==> config.mk <==
export PLATFORM = sky130hd
export DESIGN_NAME = uart_rx_cfg
export DESIGN_NICKNAME = d
export VERILOG_FILES = /design/src/rtl/uart_rx_cfg.sv
export SDC_FILE = /design/constraint.sdc
export NUM_CORES = 1
export LEC_CHECK = 0
export CORE_MARGIN = 2
export CORE_UTILIZATION = 54
export CTS_BUF_LIST = sky130_fd_sc_hd__clkbuf_8
export CTS_CLUSTER_DIAMETER = 30
export CTS_CLUSTER_SIZE = 28
export DETAILED_ROUTE_END_ITERATION = 10
export PLACE_DENSITY_LB_ADDON = 0.1
export SLEW_MARGIN = 20
export SYNTH_ARGS = -nofsm -noshare
export SYNTH_HDL_FRONTEND = slang
export SYNTH_SLANG_ARGS = --single-unit
==> constraint.sdc <==
create_clock -name i_clk -period 2.2 [get_ports i_clk]
set_clock_uncertainty 0.2 [all_clocks]
set_input_delay 0.33 -clock i_clk [delete_from_list [all_inputs] [get_ports i_clk]]
set_output_delay 0.33 -clock i_clk [all_outputs]
set_load 0.005 [all_outputs]
==> src/rtl/uart_rx_cfg.sv <==
// uart_rx_cfg: parametrised UART receiver (5..9 data bits, none/odd/even
// parity, 1 or 2 stop bits). It rejects false starts, flags parity and
// framing errors on each frame, and detects a break.
// Optional build macro UART_RX_MAJORITY_EN: every bit decision becomes a
// 2-of-3 vote over mid-1, mid and mid+1, taken at mid+1. All latencies grow
// by one clock.
//
// state       | meaning
// ------------+------------------------------------------------------------
// S_IDLE      | line idle, waiting for a 1->0 edge on the synced line
// S_START     | timing to the middle of the start bit, rejecting glitches
// S_DATA      | sampling NUM_DATA_BITS data bits, LSB first
// S_PARITY    | sampling the parity bit (only when PARITY_MODE != 0)
// S_STOP      | sampling stop bits; the last one publishes the frame
// S_WAIT_HIGH | last stop bit was 0; ignore the line until it reads 1

module uart_rx_cfg #(
  parameter int CLKS_PER_BIT  = 217,
  parameter int NUM_DATA_BITS = 8,
  parameter int PARITY_MODE   = 0,
  parameter int NUM_STOP_BITS = 1
) (
  input  logic                     i_clk,
  input  logic                     i_reset,
  input  logic                     i_rx,
  output logic [NUM_DATA_BITS-1:0] o_rxData,
  output logic                     o_rxStrobe,
  output logic                     o_parityError,
  output logic                     o_frameError,
  output logic                     o_breakDetect
);

  localparam int CNT_W = $clog2(CLKS_PER_BIT);
  localparam logic [CNT_W-1:0] CNT_LAST = CNT_W'(CLKS_PER_BIT - 1);
`ifdef UART_RX_MAJORITY_EN
  localparam logic [CNT_W-1:0] START_TICK = CNT_W'(CLKS_PER_BIT / 2 + 1);
`else
  localparam logic [CNT_W-1:0] START_TICK = CNT_W'(CLKS_PER_BIT / 2);
`endif
  localparam logic [3:0] DATA_LAST = 4'(NUM_DATA_BITS - 1);
  localparam logic [3:0] STOP_LAST = 4'(NUM_STOP_BITS - 1);
  localparam logic       PAR_ODD   = (PARITY_MODE == 1);

  if (PARITY_MODE < 0 || PARITY_MODE > 2) begin : g_bad_parity
    $error("uart_rx_cfg: PARITY_MODE must be 0, 1 or 2");
  end
  if (NUM_DATA_BITS < 5 || NUM_DATA_BITS > 9) begin : g_bad_width
    $error("uart_rx_cfg: NUM_DATA_BITS must be 5..9");
  end
  if (NUM_STOP_BITS < 1 || NUM_STOP_BITS > 2) begin : g_bad_stop
    $error("uart_rx_cfg: NUM_STOP_BITS must be 1 or 2");
  end
  if (CLKS_PER_BIT < 8) begin : g_bad_cpb
    $error("uart_rx_cfg: CLKS_PER_BIT must be at least 8");
  end

  typedef enum logic [2:0] {
    S_IDLE, S_START, S_DATA, S_PARITY, S_STOP, S_WAIT_HIGH
  } state_t;

  state_t                   state_q, state_d;
  logic                     sync1_q, sync1_d, sync2_q, sync2_d, prev_q, prev_d;
  logic [CNT_W-1:0]         cnt_q, cnt_d;
  logic [3:0]               bit_q, bit_d;
  logic [NUM_DATA_BITS-1:0] shift_q, shift_d, data_q, data_d;
  logic                     par_q, par_d, frm_q, frm_d, zero_q, zero_d;
  logic                     perr_q, perr_d, ferr_q, ferr_d;
  logic                     strobe_q, strobe_d, brk_q, brk_d;
  logic                     samp, tick, frm_now, zero_now;

`ifdef UART_RX_MAJORITY_EN
  // hist_q[0] holds the synced line one cycle ago, hist_q[1] two cycles ago
  logic [1:0] hist_q, hist_d;
  assign samp = (hist_q[0] & hist_q[1]) | (hist_q[0] & sync2_q) | (hist_q[1] & sync2_q);
`else
  assign samp = sync2_q;
`endif

  // START times a half bit; every later state times a full bit
  assign tick     = (state_q == S_START) ? (cnt_q == START_TICK) : (cnt_q == CNT_LAST);
  assign frm_now  = frm_q | ~samp;
  assign zero_now = zero_q & ~samp;

  // next-state and datapath decode
  always_comb begin
    sync1_d  = i_rx;
    sync2_d  = sync1_q;
    prev_d   = sync2_q;
`ifdef UART_RX_MAJORITY_EN
    hist_d   = {hist_q[0], sync2_q};
`endif
    state_d  = state_q;
    cnt_d    = (cnt_q == CNT_LAST) ? '0 : cnt_q + CNT_W'(1);
    bit_d    = bit_q;
    shift_d  = shift_q;
    par_d    = par_q;
    frm_d    = frm_q;
    zero_d   = zero_q;
    data_d   = data_q;
    perr_d   = perr_q;
    ferr_d   = ferr_q;
    strobe_d = 1'b0;
    brk_d    = 1'b0;
    case (state_q)
      S_IDLE: begin
        cnt_d = '0;
        if (prev_q && !sync2_q) begin
          state_d = S_START;
          bit_d   = '0;
        end
      end
      S_START: begin
        if (tick) begin
          cnt_d = '0;
          if (samp) begin
            state_d = S_IDLE;
          end else begin
            state_d = S_DATA;
            bit_d   = '0;
            zero_d  = 1'b1;
            frm_d   = 1'b0;
            par_d   = 1'b0;
          end
        end
      end
      S_DATA: begin
        if (tick) begin
          shift_d = {samp, shift_q[NUM_DATA_BITS-1:1]};
          zero_d  = zero_now;
          if (bit_q == DATA_LAST) begin
            bit_d   = '0;
            state_d = (PARITY_MODE != 0) ? S_PARITY : S_STOP;
          end else begin
            bit_d = bit_q + 4'd1;
          end
        end
      end
      S_PARITY: begin
        if (tick) begin
          zero_d  = zero_now;
          par_d   = ((^shift_q) ^ samp) != PAR_ODD;
          state_d = S_STOP;
        end
      end
      S_STOP: begin
        if (tick) begin
          frm_d  = frm_now;
          zero_d = zero_now;
          if (bit_q == STOP_LAST) begin
            bit_d    = '0;
            data_d   = shift_q;
            perr_d   = par_q;
            ferr_d   = frm_now;
            brk_d    = zero_now;
            strobe_d = 1'b1;
            state_d  = samp ? S_IDLE : S_WAIT_HIGH;
          end else begin
            bit_d = bit_q + 4'd1;
          end
        end
      end
      S_WAIT_HIGH: begin
        cnt_d = '0;
        if (sync2_q) state_d = S_IDLE;
      end
      default: state_d = S_IDLE;
    endcase
  end

  // all state registers, synchronous active-low reset
  always_ff @(posedge i_clk) begin
    if (!i_reset) begin
      state_q  <= S_IDLE;
      sync1_q  <= 1'b1;
      sync2_q  <= 1'b1;
      prev_q   <= 1'b0;
`ifdef UART_RX_MAJORITY_EN
      hist_q   <= 2'b11;
`endif
      cnt_q    <= '0;
      bit_q    <= '0;
      shift_q  <= '0;
      par_q    <= 1'b0;
      frm_q    <= 1'b0;
      zero_q   <= 1'b0;
      data_q   <= '0;
      perr_q   <= 1'b0;
      ferr_q   <= 1'b0;
      strobe_q <= 1'b0;
      brk_q    <= 1'b0;
    end else begin
      state_q  <= state_d;
      sync1_q  <= sync1_d;
      sync2_q  <= sync2_d;
      prev_q   <= prev_d;
`ifdef UART_RX_MAJORITY_EN
      hist_q   <= hist_d;
`endif
      cnt_q    <= cnt_d;
      bit_q    <= bit_d;
      shift_q  <= shift_d;
      par_q    <= par_d;
      frm_q    <= frm_d;
      zero_q   <= zero_d;
      data_q   <= data_d;
      perr_q   <= perr_d;
      ferr_q   <= ferr_d;
      strobe_q <= strobe_d;
      brk_q    <= brk_d;
    end
  end

  assign o_rxData      = data_q;
  assign o_rxStrobe    = strobe_q;
  assign o_parityError = perr_q;
  assign o_frameError  = ferr_q;
  assign o_breakDetect = brk_q;

endmodule
======== Word level (Yosys, flattened, before mapping) ========
Index checks and enable logic that the tools add are counted.
W data, S select, Z words.
word-level totals
  register bits after elaboration ......... 41
  bits in latches ......................... 0
  bits in writable memories ............... 0
  memory bits (read-only) ................. 0
  input port bits ......................... 3
  output and inout bits ................... 12
  memories ................................ 0
operators by class
  add/sub/neg operators ................... 2
  multipliers ............................. 0
  div/mod/pow operators ................... 0
  order comparisons ....................... 0
  equal/unequal tests ..................... 18
  shifts and indexed selects .............. 0
  muxes and demuxes ....................... 34
  bitwise logic cells ..................... 4
  reductions and logical operators ........ 20
operators with widths
  cell                   count
  $mux W4                7
  $mux W3                9
  $ne A2 B2 Y1 const B   9
  $pmux W3 S6            1
  $mux W8                2
  $pmux W4 S4            1
  $pmux W8 S2            1
  $reduce_and A4 Y1      4
  $mux W1                9
  $add A8 B1 Y8 const B  1
  $eq A8 B7 Y1 const B   1
  $eq A8 B8 Y1 const B   1
  $reduce_and A8 Y1      1
  $reduce_xor A8 Y1      1
  $eq A3 B2 Y1 const B   2
  $eq A3 B3 Y1 const B   2
  $pmux W1 S2            3
  $reduce_and A3 Y1      2
  $reduce_and A6 Y1      1
  $reduce_bool A2 Y1     3
  $add A4 B1 Y4 const B  1
  $eq A4 B3 Y1 const B   1
  $logic_not A4 Y1       1
  $reduce_bool A4 Y1     1
  13 further kinds       13

======== Depth between registers and ports, before layout ========
Gate-level depths: netlist of the first run.
  depth in word-level cells ............... 4
  mapped depth ............................ 9

======== Worst setup path before layout of the first run ========
OpenSTA, ideal clock, no wires.
  kind .................................... reg2reg
  start point ............................. reg bit_q[0]
  end point ............................... reg state_q[2]
  setup time .............................. 117 ps
  arrival time ............................ 2,083 ps
  required time ........................... 1,883 ps
  slack ................................... -200 ps
  cell stages (with the launch flop) ...... 8
  clock period less this slack ............ 2,400 ps
  cells stage by stage .................... dfxtp_1 inv_1 ha_1 or3b_4 a32o_1 a311o_1 or4_1 a32o_1
between the ends
  cells in the longest elaborated chain, start to end .. 3
  elaborated cells between the ends (all ways) .. 5
  those cells by class .................... eq/ne (3); reduce/logical (2)
ends and longest elaborated chain
  element                                                  line      RTL
  from (decl)                                              64        logic [3:0] bit_q, bit_d;
  from (signal assigned)                                   200       bit_q <= bit_d;
  $eq A4 B3 Y1 / $logic_not A4 Y1 (equally long branches)  130, 149
  $ne A2 B2 Y1 (no line)                                   n/a
  $reduce_and A8 Y1 (no line) (*)                          n/a
  to (signal assigned)                                     192       state_q <= state_d;
  to (decl)                                                61        state_t state_q, state_d;
Every way passes the cells marked *; elsewhere a longest branch is shown, timed or not.
A chain may end at the register's enable or synchronous reset.

======== Final worst setup path of the first run ========
  start point ............................. reg bit_q[1]
  end point ............................... reg state_q[2]
Same word-level chain as after synthesis.

==> results of run 1 <==
-- worst reg2reg max path, delay by kind of cell (launching register included) --
kind	cells	cell delay, ns
and+or+nand+nor	2	0.85
adders and majority gates	1	0.12
DFF	1	0.31
AOI/OAI and AO/OA	3	0.75
buffers and inverters	1	0.06
-- report_power, final --
part / internal, mW / total, mW / switching, mW
Clock: 0.290 / 0.557 / 0.267
Sequential: 0.762 / 0.792 / 0.0298
Combinational: 0.160 / 0.360 / 0.200
Total: 1.21 / 1.71 / 0.497
-- sequential cells by signal (all words and copies together), names as in the netlist --
signal and flops:
o_parityError 1, cnt_q 8, prev_d 1, prev_q 1, frm_q 1, o_rxData 8, sync1_q 1, o_breakDetect 1
bit_q 4, state_q 3, par_q 1, o_rxStrobe 1, o_frameError 1, shift_q 8, zero_q 1
-- worst min-delay path by stage --
| stage | startpoint | endpoint | slack (ns) | depth (start not counted) |
|---|---|---|---|---|
| after floorplan | sync1_q | prev_d | 0.19 | 1 |
| after CTS | sync1_q | prev_d | 0.23 | 1 |
| final | sync1_q | prev_d | 0.22 | 1 |
| after detailed placement | sync1_q | prev_d | 0.20 | 1 |
| after global routing | sync1_q | prev_d | 0.24 | 1 |
| after global placement | sync1_q | prev_d | 0.20 | 1 |
-- through the flow --
| step | hold WS (ns) | instance area, um2 | util (%) | worst slack [ns] | instances |
|---|---|---|---|---|---|
| 6_report | 0.219 | 2390 | 71.1 | -0.190 | 300 |
| 5_1_grt | 0.242 | 2390 | 71.1 | -0.276 | 300 |
| 4_1_cts | 0.225 | 2360 | 70.2 | -0.180 | 299 |
| 3_5_place_dp | 0.200 | 2250 | 67.0 | -0.143 | 291 |
| 3_3_place_gp | 0.203 | 2250 | 67.0 | -0.123 | 291 |
| 2_1_floorplan | 0.186 | 1900 | - | -0.137 | 215 |
-- final cells by class --
class | count | area, um2
clock buffer | 7 | 96.3
clock inverter | 1 | 8.76
fill | 280 | 971
inverter | 5 | 18.8
multi-input combinational | 159 | 1040
sequential | 41 | 822
tap | 46 | 57.6
timing repair buffer | 41 | 347
-- cell families after synthesis --
| family | Yosys count | synth area share [%] |
|---|---|---|
| AND/OR/NAND/NOR | 95 | 26.0 |
| buffers and inverters | 15 | 3.10 |
| multiplexers | 10 | 5.34 |
| AO/OA/AOI/OAI | 37 | 12.9 |
| XOR/XNOR | 13 | 6.72 |
| flip-flops | 41 | 43.2 |
| adder cells (fa/ha/maj) | 4 | 2.64 |
-- cells in the final DEF, fill, tap and decap left out, types with 3 or more instances in the layout --
cell type / count
dfxtp_1: 40
nand2_1: 28
buf_4: 26
nor2_1: 22
a21oi_1: 16
clkdlybuf4s50_1: 14
mux2i_1: 9
nand3_1: 7
xor2_1: 7
clkbuf_8: 7
xnor2_1: 5
nor3_1: 4
nor2b_1: 4
o21ai_0: 4
and2_1: 4
ha_1: 4
inv_1: 3
or3_1: 3
nor3b_1: 3
nand2b_1: 3
and3_1: 3
-- metal layers --
layer | routed length [um] | track usage [%] | vias to the layer above | share of wire, %
met5 | 0 | 0 | - | 0
met3 | 215 | 5.54 | 7 | 5.1
li1 | - | - | 832 | -
met4 | 81 | 8.97 | 0 | 1.9
met1 | 1900 | 28.1 | 817 | 45
met2 | 2030 | 38.7 | 50 | 48
-- timing repair --
item / CTS / global route
setup endpoints to repair: 2 / 17
hold buffers: 0 / 0
gates resized for setup: 1 / 9
pin swaps: 0 / 1
hold endpoints to repair: 0 / 0
setup buffers: 0 / 1
==> metrics.txt, run 1 <==
Post-synth EDFFs 0; status finished, violations left; setup total negative slack -0.308 ns; FMAX 0.418 GHz; worst reg-to-reg path cell count 7; CP max FO 2; FF+latch count, synth 41; DRT antenna net count 0; Layout Area Growth over Synthesis 26.0%; Port Buffers 14; final setup margin -0.190 ns; Top delay family on crit path simple AND/OR/NAND/NOR gates; grt ovf 0; clk sinks 41; clk_lat worst skew 0.29 ns; Core ar. 3360 um2; FP Rows 21; vias per inst 5.69; GR Util All Layers 22.9%; Critical Path End state_q[2]; Cells after Synth 215; Crit path arrival time 2.38 ns; routability cong. 0.754; Final period util 109%; share of layout cells above drive strength 1 18.9%; Worst Setup Start Kind flip-flop; crit path from bit_q[1]; max-slew violation count 0; first-pass GRT wire length 7200 um; worst path bufs/invs 1; Final Hold Viols 0; CTS tree yes; Seq/Total Area, Yosys 43.2%; Net count, final 260; wire per inst 14.1 um; Yosys cell types 44; vias after detailed routing 1,706; initial antenna violation count 0; Detailed Routing Iterations Pass 1 4; Detailed Route Iter0 Violations 85; CTS max path bufs 2; R2R Setup Slk -0.19 ns; crit path kind flip-flop to flip-flop; Crit. End Element flip-flop; top cell type's share of synthesized area 43.2%; crit-path max cell delay 0.48 ns; largest cells by area after synthesis dfxtp_1 43%, nand2_1 5.5%, mux2i_1 4.7%; worst-margin pin slew 0.386 ns; LEAKAGE 0.956 nW; worst r2r src bit_q[1]; Syn Nets 222; synth warn 0; Critical Path RT 2.19 ns; drt drc 0; syn avg cell area 8.83 um2; RSZ-0062 raised after global routing yes; WL final 4220 um; Pwr Total 1.71 mW; TritonCTS buffer count 5; initial core utilization 56.4%; HPWL after DPL 2980 um; Levels on crit path 7; n_diodes 0; Synth area leader dfxtp_1; Critical R2R Capture state_q[2]; worst relative slew slack 73.9%; H-tree levels 2; most common flop cell mapped by yosys dfxtp_1; power density over the cells 714 nW/um2; root buf cell clkbuf_8; max_cap viols 0; failing checks setup timing; Hold Path Class flip-flop to flip-flop; ys async rst share 0%; Worst-path clk slew 0.08 ns; largest net degree at the start of global routing 18; Final setup viols 3; Post-Syn Area 1900 um2; Die Height 63.3 um; die area 4000 um2; DIE WIDTH 63.3 um; most frequent cell after synthesis dfxtp_1; Worst path slowest cell or4_4; fin crit period 2.39 ns; Worst VDD drop 0.000524 V; Top Ports 15; vias in the first global route 1,599; most instantiated cells after synthesis 41 x dfxtp_1, 28 x nand2_1, 22 x nor2_1, 16 x a21oi_1, 9 x mux2i_1; worst path cell trace inv_1, ha_1, or3b_4, a32o_2, a311o_1, or4_4, a32o_1
(Power assumes the default switching activity.)
==> run 2: changes to the inputs <==
--- a/config.mk
+++ b/config.mk
@@ -5,8 +5,8 @@
 export SDC_FILE = /design/constraint.sdc
 export NUM_CORES = 1
 export LEC_CHECK = 0
-export CORE_MARGIN = 2
-export CORE_UTILIZATION = 54
+export CORE_MARGIN = 5
+export CORE_UTILIZATION = 60
 export CTS_BUF_LIST = sky130_fd_sc_hd__clkbuf_8
 export CTS_CLUSTER_DIAMETER = 30
 export CTS_CLUSTER_SIZE = 28
@@ -16,3 +16,4 @@
 export SYNTH_ARGS = -nofsm -noshare
 export SYNTH_HDL_FRONTEND = slang
 export SYNTH_SLANG_ARGS = --single-unit
+export TNS_END_PERCENT = 50
==> constraint.sdc (replaced) <==
create_clock -name i_clk -period 2.9 [get_ports i_clk]
set_clock_uncertainty 0.2 [all_clocks]
set_input_delay 0.435 -clock i_clk [delete_from_list [all_inputs] [get_ports i_clk]]
set_output_delay 0.435 -clock i_clk [all_outputs]
set_load 0.005 [all_outputs]
==> metrics.txt, run 2 (synthesis gave the netlist of run 1 again) <==
status complete, no violations; R2R Setup Slk 0.36 ns; most frequent cells in the layout 41 x dfxtp_1, 28 x nand2_1, 22 x nor2_1; Post-CTS Hold Buffers 0; crit-path max cell delay 0.48 ns; Power Internal 0.923 mW; grt ovf 0; Critical Path RT 2.89 ns; Final Hold Viols 0; initial core utilization 62.2%; Post CTS Setup Buffer Count 0; clk_lat worst skew 0.29 ns; net switching fraction of the power 26.4%; WL final 3690 um; routability cong. 0.820; fin cells 274; Top delay family on crit path simple AND/OR/NAND/NOR gates; fin crit period 2.54 ns; DIE WIDTH 66.2 um; clk sinks 41; die area 4390 um2; LEAKAGE 0.829 nW; Port Buffers 14; P_sw 0.331 mW; Die Height 66.2 um; Detailed Route Iter0 Violations 82; Worst Setup Start Kind flip-flop; Final period util 87.5%; # fillers 242; Worst-path clk slew 0.08 ns; Top Ports 15; GR Util All Layers 19.7%; Core ar. 3050 um2; Combinational Power Share 13.9%; n_diodes 0; first-pass GRT wire length 6610 um; H-tree levels 2; worst path cell trace inv_1, ha_1, or3b_4, a32o_1, a311o_1, or4_1, a32o_1; RSZ-0062 raised after global routing no; setup total negative slack 0 ns; Final setup viols 0; DRT antenna net count 0; power density over the cells 572 nW/um2; Hold Path Class flip-flop to flip-flop; initial antenna violation count 0; CTS max path bufs 2; Crit. End Element flip-flop; root buf cell clkbuf_8; wire per inst 13.5 um; commonest non-fill, non-tap cell in the layout dfxtp_1; CP max FO 5; Layout Area Growth over Synthesis 15.5%; worst-margin pin slew 0.566 ns; max-slew violation count 0; Clock power frac 36.9%; dpl cells 266; HPWL after DPL 2640 um; vias per inst 5.65; Crit path arrival time 2.52 ns; largest net degree at the start of global routing 16; Top cell by count, worst path a32o_1; TritonCTS buffer count 5; FMAX 0.394 GHz; worst path bufs/invs 1; vias in the first global route 1,472; Net count, final 236; Seq pwr share 49.3%; Worst path slowest cell or4_1; crit path kind flip-flop to flip-flop; Worst VDD drop 0.000337 V; share of layout cells above drive strength 1 6.96%; max_cap viols 0; FP Rows 20; post-CTS sizing 0; Detailed Routing Iterations Pass 1 4; worst relative slew slack 62.2%; vias after detailed routing 1,547; CTS tree yes; drt drc 0
## run 2: final timing paths
kind                            depth (start not counted)         end     start
worst min register to register                          1      prev_d   sync1_q
worst max register to register                          7  state_q[2]  bit_q[0]
worst min-delay path                                    1      prev_d   sync1_q
worst max-delay path                                    7  state_q[2]  bit_q[0]
## run 2: metal layers
metal	part of all wire (%)	up-vias	GRT usage (%)
li1	-	775	-
met1	47	723	25.6
met2	45	38	29.7
met3	5.3	11	5.95
met4	1.9	0	8.88
met5	0	-	0
## run 2: worst register-to-register path, stage by stage, from the launching register on
cell	delay, ns
dfxtp_1	0.34
inv_1	0.06
ha_1	0.13
or3b_4	0.39
a32o_1	0.26
a311o_1	0.36
or4_1	0.48
a32o_1	0.21
## run 2: layout make-up
cell class | instances | area (um2) | area share (%)
multi-input cells | 159 | 1020 | 46.5
flip-flops and latches | 41 | 821 | 37.4
repair buffers | 17 | 163 | 7.42
clock buffers | 6 | 82.6 | 3.77
well taps | 44 | 55.1 | 2.51
clock inverters | 2 | 33.8 | 1.54
inverters | 5 | 18.8 | 0.856
## run 2: stage by stage
stage	cell area [um2]	total power, mW	utilization, %	setup WS (ns)	hold WS [ns]
6_report	2190	1.25	71.8	0.363	0.236
2_1_floorplan	1900	0.762	-	0.500	0.186
4_1_cts	2190	1.26	71.8	0.362	0.241
3_5_place_dp	2080	0.802	68.0	0.373	0.229
3_3_place_gp	2080	0.794	68.0	0.448	0.201
5_1_grt	2190	1.32	71.8	0.265	0.283
## run 2: power groups by stage
stage	clock network, mW	logic [mW]	registers, mW
floorplan	0	0.156	0.606
global placement	0	0.167	0.627
detailed placement	0	0.172	0.630
CTS	0.473	0.172	0.616
global route	0.502	0.200	0.622
finish	0.462	0.174	0.618
